$ cat src/rtl/bj_pkg.sv
// Shared definitions for the BlackJack card path: FSM state codes, rank codes and LFSR defaults.
package bj_pkg;
  typedef enum logic [3:0] {
    ST_IDLE  = 4'd0,
    ST_INIT  = 4'd1,
    ST_PICK  = 4'd2,
    ST_RD_I  = 4'd3,
    ST_RD_J  = 4'd4,
    ST_WR_I  = 4'd5,
    ST_WR_J  = 4'd6,
    ST_NEXT  = 4'd7,
    ST_READY = 4'd8,
    ST_DEAL  = 4'd9
  } state_t;

  localparam int          N_RANKS      = 13;
  localparam logic [3:0]  RANK_ACE     = 4'd1;
  localparam logic [3:0]  RANK_KING    = 4'd13;
  localparam logic [15:0] DEFAULT_SEED = 16'hACE1;
  // x^16 + x^14 + x^13 + x^11 + 1, right-shifting Galois form
  localparam logic [15:0] LFSR16_TAPS  = 16'hB400;
endpackage

$ cat src/rtl/bj_lfsr.sv
// Free-running Galois LFSR; shifts right every cycle, feedback from bit 0.
module bj_lfsr
  import bj_pkg::*;
#(
  parameter int                LFSR_W    = 16,
  parameter logic [LFSR_W-1:0] LFSR_SEED = LFSR_W'(DEFAULT_SEED),
  parameter logic [LFSR_W-1:0] TAPS      = LFSR_W'(LFSR16_TAPS)
) (
  input  logic              i_Clk,
  input  logic              i_Reset,
  output logic [LFSR_W-1:0] o_Lfsr
);
  logic [LFSR_W-1:0] r_Lfsr;

  always_ff @(posedge i_Clk) begin
    if (i_Reset) r_Lfsr <= LFSR_SEED;
    else         r_Lfsr <= (r_Lfsr >> 1) ^ (r_Lfsr[0] ? TAPS : '0);
  end

  assign o_Lfsr = r_Lfsr;
endmodule

$ cat src/rtl/card_deck_shuffler.sv
// N-deck shoe: fills a sync-read RAM in rank order, Fisher-Yates shuffles it with
// LFSR rejection sampling, then deals one card per request.
module card_deck_shuffler
  import bj_pkg::*;
#(
  parameter int                N_DECKS   = 1,
  parameter int                CARD_W    = 4,
  parameter int                LFSR_W    = 16,
  parameter logic [LFSR_W-1:0] LFSR_SEED = LFSR_W'(DEFAULT_SEED),
  parameter int                LOW_MARK  = 15,
  localparam int               DECK_SIZE = 52 * N_DECKS,
  localparam int               ADDR_W    = $clog2(DECK_SIZE),
  localparam int               CNT_W     = $clog2(DECK_SIZE + 1)
) (
  input  logic              i_Clk,
  input  logic              i_Reset,
  input  logic              i_Shuffle,
  input  logic              i_Deal,
  output logic [CARD_W-1:0] o_Card,
  output logic              o_CardValid,
  output logic              o_Busy,
  output logic              o_Ready,
  output logic              o_Empty,
  output logic              o_LowDeck,
  output logic [CNT_W-1:0]  o_Remaining,
  output logic [3:0]        o_State
);
  localparam logic [ADDR_W-1:0] LAST = ADDR_W'(DECK_SIZE - 1);

  state_t              r_State, w_Next;
  logic [LFSR_W-1:0]   w_Lfsr;
  logic [ADDR_W-1:0]   r_K, r_I, r_J, r_Ptr, w_Cand, w_Addr;
  logic [CARD_W-1:0]   r_Rank, r_Ti, r_RdData, r_Card, w_WrData;
  logic [CARD_W-1:0]   r_Mem [DECK_SIZE];
  logic [CNT_W-1:0]    r_Remaining;
  logic                r_CardValid, w_We, w_Busy, w_Ready, w_Empty;
  logic                w_unused_lfsr;

  bj_lfsr #(.LFSR_W(LFSR_W), .LFSR_SEED(LFSR_SEED)) u_lfsr (
    .i_Clk(i_Clk), .i_Reset(i_Reset), .o_Lfsr(w_Lfsr)
  );

  assign w_Cand        = w_Lfsr[ADDR_W-1:0];
  assign w_unused_lfsr = ^w_Lfsr[LFSR_W-1:ADDR_W];

  always_ff @(posedge i_Clk) begin
    if (i_Reset) r_State <= ST_IDLE;
    else         r_State <= w_Next;
  end

  always_comb begin
    w_Next = r_State;
    case (r_State)
      ST_IDLE:  if (i_Shuffle) w_Next = ST_INIT;
      ST_INIT:  if (r_K == LAST) w_Next = ST_PICK;
      ST_PICK:  if (w_Cand <= r_I) w_Next = ST_RD_I;
      ST_RD_I:  w_Next = ST_RD_J;
      ST_RD_J:  w_Next = ST_WR_I;
      ST_WR_I:  w_Next = ST_WR_J;
      ST_WR_J:  w_Next = ST_NEXT;
      ST_NEXT:  w_Next = (r_I == ADDR_W'(1)) ? ST_READY : ST_PICK;
      // Shuffle has priority over a coincident deal
      ST_READY: if (i_Shuffle) w_Next = ST_INIT;
                else if (i_Deal && r_Remaining != '0) w_Next = ST_DEAL;
      ST_DEAL:  w_Next = ST_READY;
      default:  w_Next = ST_IDLE;
    endcase
  end

  always_comb begin
    w_We     = 1'b0;
    w_WrData = r_Rank;
    w_Addr   = r_Ptr;
    w_Busy   = (r_State >= ST_INIT) && (r_State <= ST_NEXT);
    w_Ready  = (r_State == ST_READY || r_State == ST_DEAL) && r_Remaining != '0;
    w_Empty  = (r_State == ST_READY) && r_Remaining == '0;
    case (r_State)
      ST_INIT: begin w_We = 1'b1; w_Addr = r_K; end
      ST_RD_I: w_Addr = r_I;
      ST_RD_J: w_Addr = r_J;
      ST_WR_I: begin w_We = 1'b1; w_Addr = r_I; w_WrData = r_RdData; end
      ST_WR_J: begin w_We = 1'b1; w_Addr = r_J; w_WrData = r_Ti; end
      default: ;
    endcase
  end

  always_ff @(posedge i_Clk) begin
    if (w_We) r_Mem[w_Addr] <= w_WrData;
    r_RdData <= r_Mem[w_Addr];
  end

  always_ff @(posedge i_Clk) begin
    if (i_Reset) begin
      r_K         <= '0;
      r_Rank      <= CARD_W'(RANK_ACE);
      r_I         <= '0;
      r_J         <= '0;
      r_Ti        <= '0;
      r_Ptr       <= '0;
      r_Remaining <= '0;
      r_Card      <= '0;
      r_CardValid <= 1'b0;
    end else begin
      r_CardValid <= 1'b0;
      case (r_State)
        ST_IDLE, ST_READY: if (w_Next == ST_INIT) begin
          r_K         <= '0;
          r_Rank      <= CARD_W'(RANK_ACE);
          r_Remaining <= '0;
        end
        ST_INIT: begin
          r_K    <= r_K + 1'b1;
          r_Rank <= (r_Rank == CARD_W'(RANK_KING)) ? CARD_W'(RANK_ACE) : r_Rank + 1'b1;
          r_I    <= LAST;
        end
        ST_PICK: r_J  <= w_Cand;
        ST_RD_J: r_Ti <= r_RdData;
        ST_NEXT: if (r_I == ADDR_W'(1)) begin
          r_Ptr       <= '0;
          r_Remaining <= CNT_W'(DECK_SIZE);
        end else begin
          r_I <= r_I - 1'b1;
        end
        // Read of RAM[ptr] was issued while in READY
        ST_DEAL: begin
          r_Card      <= r_RdData;
          r_CardValid <= 1'b1;
          r_Ptr       <= r_Ptr + 1'b1;
          r_Remaining <= r_Remaining - 1'b1;
        end
        default: ;
      endcase
    end
  end

  assign o_Card      = r_Card;
  assign o_CardValid = r_CardValid;
  assign o_Busy      = w_Busy;
  assign o_Ready     = w_Ready;
  assign o_Empty     = w_Empty;
  assign o_LowDeck   = w_Ready && (r_Remaining < CNT_W'(LOW_MARK));
  assign o_Remaining = r_Remaining;
  assign o_State     = r_State;
endmodule

$ cat config.mk
export PLATFORM = sky130hd
export DESIGN_NAME = card_deck_shuffler
export DESIGN_NICKNAME = d
export VERILOG_FILES = /design/src/rtl/bj_pkg.sv /design/src/rtl/bj_lfsr.sv /design/src/rtl/card_deck_shuffler.sv
export SDC_FILE = /design/constraint.sdc
export NUM_CORES = 1
export LEC_CHECK = 0
export ABC_AREA = 0
export CAP_MARGIN = 20
export CORE_MARGIN = 5
export CORE_UTILIZATION = 32
export DETAILED_ROUTE_END_ITERATION = 10
export GPL_TIMING_DRIVEN = 0
export SLEW_MARGIN = 25
export SYNTH_ARGS = -nofsm -noshare
export SYNTH_HDL_FRONTEND = slang
export SYNTH_HIERARCHICAL = 1
export SYNTH_SLANG_ARGS = --single-unit
export TNS_END_PERCENT = 20
$ cat constraint.sdc
create_clock -name i_Clk -period 3.4 [get_ports i_Clk]
set_input_delay 0.85 -clock i_Clk [delete_from_list [all_inputs] [get_ports i_Clk]]
set_output_delay 0.85 -clock i_Clk [all_outputs]
set_load 0.02 [all_outputs]
Word-level counts from Yosys, hierarchy flattened
Memories as Yosys holds them, arrays and structs flattened. A register that Yosys moved wholly into a read port is not among the register bits.
Cells that the tools add are included.

word-level totals
  bits in registers = 63
  memory bits (writable) = 208
  output and inout bits = 19
  word-level logic and storage cells = 84
  memories kept = 1

operators by class
  $add $sub $neg = 5
  order comparisons = 4
  equality and inequality tests = 16
  mux-type cells = 25
  bitwise operators = 1
  reductions and logical operators = 21

memories
  memory  depth  bits a word  read ports  clocked after Yosys merged registers in  write ports  RTL line                  source
  r_Mem   52     4            1           1                                        1            card_deck_shuffler.sv:34  logic [CARD_W-1:0] r_Mem [DECK_SIZE];

operators by type and width
  operator                                                                       count
  4-bit case mux with 10 select lines                                            1
  6-bit case mux with 2 select lines                                             3
  6-bit case mux with 3 select lines                                             2
  4-bit two-way mux                                                              8
  6-bit two-way mux                                                              4
  4-bit by 3-bit equality test with 1-bit output (second input constant)         4
  16-bit two-way mux                                                             1
  4-bit case mux with 2 select lines                                             2
  15-bit by 16-bit XOR with 16-bit output                                        1
  6-bit by 1-bit adder with 6-bit output (second input constant)                 2
  4-bit equality test (second input constant)                                    3
  6-bit by 1-bit subtractor with 6-bit output (second input constant)            2
  4-bit by 1-bit equality test with 1-bit output (second input constant)         2
  4-bit by 2-bit equality test with 1-bit output (second input constant)         2
  6-bit by 1-bit equality test with 1-bit output (second input constant)         1
  6-bit equality test (second input constant)                                    1
  6-bit less-or-equal comparator                                                 1
  6-bit logical NOT                                                              1
  6-bit by 4-bit less-than comparator with 1-bit output (second input constant)  1
  2-bit != test (second input constant)                                          3
  2-bit AND reduction                                                            3
  2-bit nonzero test                                                             3
  6-bit nonzero test                                                             1
  2-bit OR reduction                                                             3
  other kinds (10)                                                               17

Longest topological paths before layout
Gate-level depths: netlist of run 1.

  word-level depth = 8
  gate-level depth with buffers = 13

Cells and area by module
The synthesis of run 1 kept the hierarchy.

by module, submodules not included
  module              instances  cells an instance  area each (um^2)  sequential area each (um^2)
  card_deck_shuffler  1          882                11265.8           7267.0
  bj_lfsr             1          36                 462.9             320.3

Worst setup path before layout of run 1
Ideal clock, no wire load.

  path type = register to register
  from = register r_State[3], in the netlist o_State[3]
  to = memory r_Mem[0][0] (data pin)
  data arrival time = 2.845 ns
  required time = 2.916 ns
  slack = 0.071 ns
  stages on the path, launching flop included = 7
  path buffers = 2
  path through = dfxtp_1 > buf_1 > buf_1 > nor2_1 > nand2_1 > o22ai_1 > a21oi_1

between the ends
  cells in the longest elaborated chain, start to end = 2
  elaborated cells on any way between the ends = 3
  those cells by class = 2 x eq/ne; 1 x mux

RTL lines
  what                                            RTL line                  source
  start, declared                                 card_deck_shuffler.sv:30  state_t r_State, w_Next;
  start signal, assigned                          card_deck_shuffler.sv:48  else r_State <= w_Next;
  4-bit by 3-bit equality test with 1-bit output  card_deck_shuffler.sv:77  case (r_State)
  4-bit case mux with 2 select lines (*)          card_deck_shuffler.sv:77
  named net w_WrData[0]                           card_deck_shuffler.sv:33  logic [CARD_W-1:0] r_Rank, r_Ti, r_RdData, r_Card, w_WrData;
  end, declared                                   card_deck_shuffler.sv:34

The timed path passes the listed nets; every way through them passes the cells marked *.

Worst setup path after layout of run 1
  from = register r_State[2], in the netlist o_State[2]
  to = memory r_Mem[26][0] (enable)

between the ends
  cells in the longest elaborated chain, start to end = 5
  elaborated cells on any way between the ends = 12
  those cells by class = 5 x eq/ne; 4 x mux; 3 x reduce/logical

RTL lines
  what                                                                                                                     RTL line                  source
  4-bit by 1-bit equality test with 1-bit output / 4-bit by 3-bit equality test with 1-bit output (equally long branches)  card_deck_shuffler.sv:77
  3-bit OR reduction (no source line)                                                                                      --
  1-bit two-way mux                                                                                                        card_deck_shuffler.sv:77
  1-bit two-way mux                                                                                                        card_deck_shuffler.sv:88  if (w_We) r_Mem[w_Addr] <= w_WrData;
  1-bit two-way mux (implied by the code)                                                                                  card_deck_shuffler.sv:88

Parallel ways exist; a longest one is shown, timed or not.

==> results_dict.tcl, run 1 <==
set metrics [dict create \
    crit_type "flop to flop" \
    grt_pass1_vias 7750 \
    ant_nets 0 \
    synth-seq-cells 275 \
    timing.fmax_mhz 295 \
    vias_per_cell 5.38 \
    path_max_fanout 10 \
    start_util_pct 32.2 \
    wl_microns 31200 \
    cp-start-kind "flop" \
    synth_area_leaders "edfxtp_1, dfxtp_1, nor2_1, mux2i_1, nand2_1" \
    design_area_sq_um 14000 \
    fillers 3494 \
    crit_start "o_State[2]" \
    htreeDepth 1 \
    min_path_type "flop to flop" \
    die_h_microns 201 \
    cp.required_ns 3.68 \
    syn_nets 937 \
    clock-root-buffer "clkbuf_16" \
    period_share_pct 99.8 \
    synth-simple-area-share_pct 12.7 \
    synth_compound_area_share_pct 9.73 \
    timing.rr.end "r_Mem[26][0]" \
    crit_chain "buf_6 > buf_6 > nor2_1 > a31oi_2 > a2bb2oi_1 > buf_2 > buf_2 > clkbuf_1 > nor2_2 > nand2_2 > nor2_2" \
    die_w_microns 201 \
    async_reset_ff_share_pct 0 \
    hold_viol_final 0 \
    yosysUniqueCellTypes 71 \
    dpl_cell_area_sq_um 12800 \
    rr_startpoint "o_State[2]" \
    cts_sinks 275 \
    cp_slowest_cell "clkbuf_1" \
    num_vias 7912 \
    powerDensity_nw_per_um2 545 \
    yosysTopAreaCell "edfxtp_1" \
    clk_pin_slew_worst_paths_ns 0.06 \
    tns_ns 0 \
    num_rows 70 \
    cap_viol_max_count 0 \
    core_area_sq_um 36400 \
    drtIter0Drc 832 \
    ioPinCount 23 \
    dp_hpwl_microns 21200 \
    synth_ff_type "edfxtp_1" \
    netlist_area_sq_um 11700 \
    dpl_worst_slack_ns -0.607 \
    critical_path_depth 11 \
    synthCells 918 \
    grt_pass1_wl_microns 47400 \
    numCtsBuffers 30 \
    irDropWorstVdd_uv 395 \
    crit_family "buffers and inverters" \
    synth_top_family_by_area "simple AND/OR/NAND/NOR gates" \
    clk_latency_ns 0.56 \
    ff2ff_setup_slack_ns 0.007 \
    grt_start_max_net_pins 29 \
    path_buf_inv 5 \
    antenna_found_initial 0 \
    worst_setup_path_end_kind "flop" \
    crit_arrival_ns 3.67 \
    status "finished clean" \
    fin_nets 1000 \
    finalCriticalPeriod_ns 3.39 \
    dieArea_sq_um 40600 \
    skew_ns 0.0178 \
    endpoint "r_Mem[26][0]" \
    postSynthAreaPerCell_sq_um 12.8 \
    clk_path_buf_depth 3 \
    synth_edf_count 208 \
    synth_xor_area_share_pct 0.747 \
    yosysWarnings 6 \
    yosys.area.top_type_share_pct 53.3 \
    cts_tree "built" \
    p_leak_nw 4.67 \
    relSlewSlack_pct 38.1 \
    worstMarginPinSlew_ns 0.927 \
    grt_setup_unrepaired "true" \
    setup_ws_ns 0.00702 \
    r2r_cells 11 \
    area_growth_pct 19.8 \
    global_route.overflow_total 0 \
    hold_buffers 0 \
    drc 0 \
    slowest_delay_ns 0.50 \
    place_congestion 0.904 \
    synthAdderAreaFrac_pct 1.60 \
    avgRoutedWirePerCell_microns 21.2 \
    grtUsageTotal_pct 14.9 \
    slew_viol_final 0 \
    io_buffer_count 22 \
    ys_seq_area_share_pct 64.7 \
    drive_gt1_share_pct 18.8 \
    muxShareOfSynthArea_pct 7.52 \
    setup_viol 0 \
    n_antenna_cell 0 \
    power.total_mw 7.66 \
    first_pass_iters 5 \
]
==> per-layer routing <==
metal	track usage, %	routed length [microns]
met1	20.5	13300
met2	23.8	14200
met3	2.47	2440
met4	5.49	1280
met5	0	0
==> final cells by class <==
type | count | area (sq um) | share of cell area, %
clock inverters | 15 | 194 | 1.38
inverters | 15 | 56.3 | 0.401
well taps | 468 | 586 | 4.17
plain buffers | 49 | 319 | 2.27
clock buffers | 40 | 798 | 5.68
flip-flops and latches | 275 | 7590 | 54.0
multi-input cells | 579 | 4090 | 29.1
repair buffers | 31 | 415 | 2.96
==> through the flow <==
stage / hold slack [ns] / utilization (%) / std cells
global placement: 0.387 / 34.4 / 1408
finish: 0.400 / 38.6 / 1472
detailed placement: 0.387 / 35.0 / 1415
global route: 0.418 / 38.6 / 1472
CTS: 0.403 / 38.2 / 1470
floorplan: 0.383 / - / 918
==> cell families (layout without fill, tap and decap cells) <==
logic type / Yosys count / count (layout)
simple gates: 326 / 326
compound gates: 165 / 165
buf+inv: 64 / 150
mux: 63 / 63
fa+ha+maj: 15 / 15
xor+xnor: 10 / 10
flops: 275 / 275
==> repair_timing <==
| item | in CTS | in global routing |
|---|---|---|
| setup endpoints to repair | 199 | 174 |
| pin swaps | 1 | 0 |
| setup buffers | 0 | 2 |
| resized for setup | 61 | 33 |
==> state kept, by name (all words and copies together), names as in the netlist, 6 cells and up <==
name           cells
o_Remaining        6
r_I                6
r_J                6
r_K                6
r_Mem            208
r_Ptr              6
u_lfsr/o_Lfsr     16
==> how the worst min path moves through the flow <==
| stage | startpoint | endpoint | slack (ns) | depth (start not counted) |
|---|---|---|---|---|
| after CTS | u_lfsr/o_Lfsr[6] | u_lfsr/o_Lfsr[5] | 0.40 | 1 |
| final | u_lfsr/o_Lfsr[6] | u_lfsr/o_Lfsr[5] | 0.40 | 1 |
| after floorplan | u_lfsr/o_Lfsr[6] | u_lfsr/o_Lfsr[5] | 0.38 | 1 |
| after global routing | u_lfsr/o_Lfsr[7] | u_lfsr/o_Lfsr[6] | 0.42 | 1 |
| after global placement | u_lfsr/o_Lfsr[8] | u_lfsr/o_Lfsr[7] | 0.39 | 1 |
| after detailed placement | u_lfsr/o_Lfsr[6] | u_lfsr/o_Lfsr[5] | 0.39 | 1 |
==> cells in the mapped netlist, types with 3 or more instances <==
cell type	number
a211oi_1	7
nor3b_1	7
and2b_1	6
nor2_1	113
a31oi_1	16
or2_1	6
xnor2_1	8
buf_6	8
buf_1	3
a2111oi_0	3
a22oi_1	11
edfxtp_1	208
a41oi_1	3
nor2b_1	4
buf_2	10
a311oi_1	8
a21o_1	5
nand3_1	30
nand4_1	6
dfxtp_1	67
buf_4	8
inv_1	14
nand2b_1	12
nand2_1	100
mux2i_1	42
mux4_1	3
o21ai_0	21
a221oi_1	7
or3_1	4
nor3_1	17
a32oi_1	7
nor4_1	3
o22ai_1	11
o2bb2ai_1	3
mux4_2	16
clkbuf_1	19
a21oi_1	36
and3_1	8
ha_1	15
==> power breakdown <==
group | switching [mW] | leakage [nW] | internal (mW)
Combinational | 0.444 | 1.74 | 0.240
Sequential | 0.0376 | 2.45 | 3.65
Clock | 1.32 | 0.483 | 1.96
==> placed cells by master, fill, tap and decap left out, types with 7 or more instances in the layout <==
master / count
dfxtp_1: 65
and3_1: 8
nand2_1: 92
nor2_1: 56
nand2b_1: 12
buf_2: 8
mux4_2: 16
clkdlybuf4s50_1: 22
ha_1: 15
a22oi_1: 11
buf_4: 13
nand3_1: 29
buf_6: 8
a31oi_1: 15
edfxtp_1: 208
o22ai_1: 11
inv_1: 14
xnor2_1: 8
nor3_1: 16
o21ai_0: 21
a32oi_1: 7
clkbuf_1: 27
nand2_2: 7
a311oi_1: 8
nor2_2: 55
mux2i_1: 42
clkbuf_16: 30
a21oi_1: 32
Power figures use the tool's default switching activity.
==> inputs of run 2 (changes only) <==
- ABC_CLOCK_PERIOD_IN_PS: default -> 3400
==> results of run 2 <==
Same layout as run 1: the final DEF is identical, and so are final timing and power.
==> inputs of run 3 (changes only) <==
- CAP_MARGIN: 20 -> default
- PLACE_DENSITY: default -> 0.48
==> run 3 against run 2 <==
Flip-flop and latch count unchanged. Sequential power about the same. Non-clock buffer count increased by 2. Largest power group unchanged. Worst setup slack improved by 0.063 ns. Largest cell class unchanged. Global-route usage increased by 1.2 points. Utilization increased by 0.49 points. Worst hold slack improved by 0.0056 ns.
==> results_dict.tcl, run 3 (synthesized netlist as in run 1, its figures left out) <==
set metrics [dict create \
    clk_latency_ns 0.57 \
    die_h_microns 201 \
    relSlewSlack_pct 36.5 \
    cap_viol_max_count 0 \
    irDropWorstVdd_uv 420 \
    ant_nets 0 \
    timing.rr.end "r_RdData[0]" \
    status "finished clean" \
    p_leak_nw 4.75 \
    n_antenna_cell 0 \
    core_area_sq_um 36400 \
    endpoint "r_RdData[0]" \
    wl_microns 33500 \
    cp.required_ns 3.76 \
    global_route.overflow_total 0 \
    min_path_type "flop to flop" \
    top_register "r_Mem" \
    numCtsBuffers 29 \
    finalCriticalPeriod_ns 3.33 \
    setup_viol 0 \
    powerDensity_nw_per_um2 558 \
    area_growth_pct 21.3 \
    hold_buffers 0 \
    clk_pin_slew_worst_paths_ns 0.07 \
    cts_tree "built" \
    crit_arrival_ns 3.70 \
    drtIter0Drc 677 \
    cts_sinks 275 \
    antenna_found_initial 0 \
    clock-root-buffer "clkbuf_16" \
    r2r_cells 11 \
    fin_nets 1001 \
    final_common_cell "edfxtp_1" \
    clk_path_buf_depth 3 \
    vias_per_cell 5.33 \
    slew_viol_final 0 \
    largest_register_ffs 208 \
    die_w_microns 201 \
    whs_ns 0.406 \
    dp_hpwl_microns 22800 \
    worstMarginPinSlew_ns 0.950 \
    cp-start-kind "flop" \
    place_congestion 0.856 \
    rr_startpoint "o_State[2]" \
    fillers 3480 \
    grt_pass1_wl_microns 50200 \
    power.total_mw 7.94 \
    num_rows 70 \
    timing.fmax_mhz 300 \
    path_max_fanout 10 \
    ff2ff_setup_slack_ns 0.07 \
    first_pass_iters 5 \
    htreeDepth 1 \
    ioPinCount 23 \
    drive_gt1_share_pct 19.9 \
    crit_start "o_State[2]" \
    dieArea_sq_um 40600 \
    period_share_pct 98.0 \
    avgRoutedWirePerCell_microns 22.7 \
    crit_type "flop to flop" \
    hold_viol_final 0 \
    grt_pass1_vias 7678 \
    skew_ns 0.0220 \
    grt_start_max_net_pins 27 \
    drc 0 \
    dp_cells 1416 \
    start_util_pct 32.2 \
    fin_cells 1473 \
    grtUsageTotal_pct 16.1 \
    worst_setup_path_end_kind "flop" \
    num_vias 7855 \
    io_buffer_count 22 \
    grt_setup_unrepaired "true" \
    layout_common_cells "edfxtp_1, nand2_1, dfxtp_1" \
]
-- run 3: final cells by class --
| class | count | area [sq um] | share of cell area, % |
|---|---|---|---|
| Buffer | 49 | 337 | 2.37 |
| Clock inverter | 18 | 285 | 2.01 |
| Sequential cell | 275 | 7590 | 53.4 |
| Multi-Input combinational cell | 579 | 4130 | 29.0 |
| Timing Repair Buffer | 33 | 463 | 3.25 |
| Tap cell | 468 | 586 | 4.12 |
| Clock buffer | 36 | 782 | 5.50 |
| Inverter | 15 | 56.3 | 0.396 |
-- run 3: stage by stage --
stage | setup WS, ns | util, % | TNS, ns | instance area [sq um]
global route | -0.0270 | 39.0 | -0.0390 | 14200
floorplan | 0.0706 | - | 0 | 11700
finish | 0.0696 | 39.0 | 0 | 14200
global placement | -2.40 | 34.4 | -518.25 | 12500
CTS | -0.136 | 38.6 | -4.45 | 14100
detailed placement | -0.508 | 35.1 | -57.14 | 12800
-- run 3: how the worst min path moves through the flow --
| stage | start | endpoint | slack, ns | cells after the start |
|---|---|---|---|---|
| 6_report | u_lfsr/o_Lfsr[12] | u_lfsr/o_Lfsr[11] | 0.41 | 1 |
| 2_1_floorplan | u_lfsr/o_Lfsr[6] | u_lfsr/o_Lfsr[5] | 0.38 | 1 |
| 5_1_grt | u_lfsr/o_Lfsr[12] | u_lfsr/o_Lfsr[11] | 0.43 | 1 |
| 3_3_place_gp | u_lfsr/o_Lfsr[8] | u_lfsr/o_Lfsr[7] | 0.39 | 1 |
| 4_1_cts | u_lfsr/o_Lfsr[12] | u_lfsr/o_Lfsr[11] | 0.41 | 1 |
| 3_5_place_dp | u_lfsr/o_Lfsr[12] | u_lfsr/o_Lfsr[11] | 0.39 | 1 |
-- run 3: power by group --
| group | internal, mW | switching, mW | total, mW | leakage [nW] |
|---|---|---|---|---|
| clock network | 2.17 | 1.36 | 3.53 | 0.520 |
| logic | 0.257 | 0.463 | 0.719 | 1.79 |
| registers | 3.65 | 0.0363 | 3.69 | 2.45 |
-- run 3: repair_timing --
action,CTS,global route
gates resized for setup,64,49
endpoints found under the setup margin,215,214
pin swaps,0,1
setup buffers,0,3
-- run 3: worst max-delay path, stage by stage, from the launching register on --
cell	delay, ns
dfxtp_2	0.43
buf_6	0.17
buf_6	0.15
nor2_1	0.10
a31oi_2	0.30
o2bb2ai_4	0.21
buf_12	0.16
mux4_1	0.59
and2_0	0.19
a2111oi_1	0.45
a31o_2	0.20
nand4_1	0.18
-- run 3: routing by layer --
metal	vias to the layer above	wire length, microns	GRT usage (%)
li1	3622	-	-
met1	3937	14800	22.0
met2	232	16100	26.6
met3	64	1580	2.47
met4	0	986	4.98
met5	-	0	0
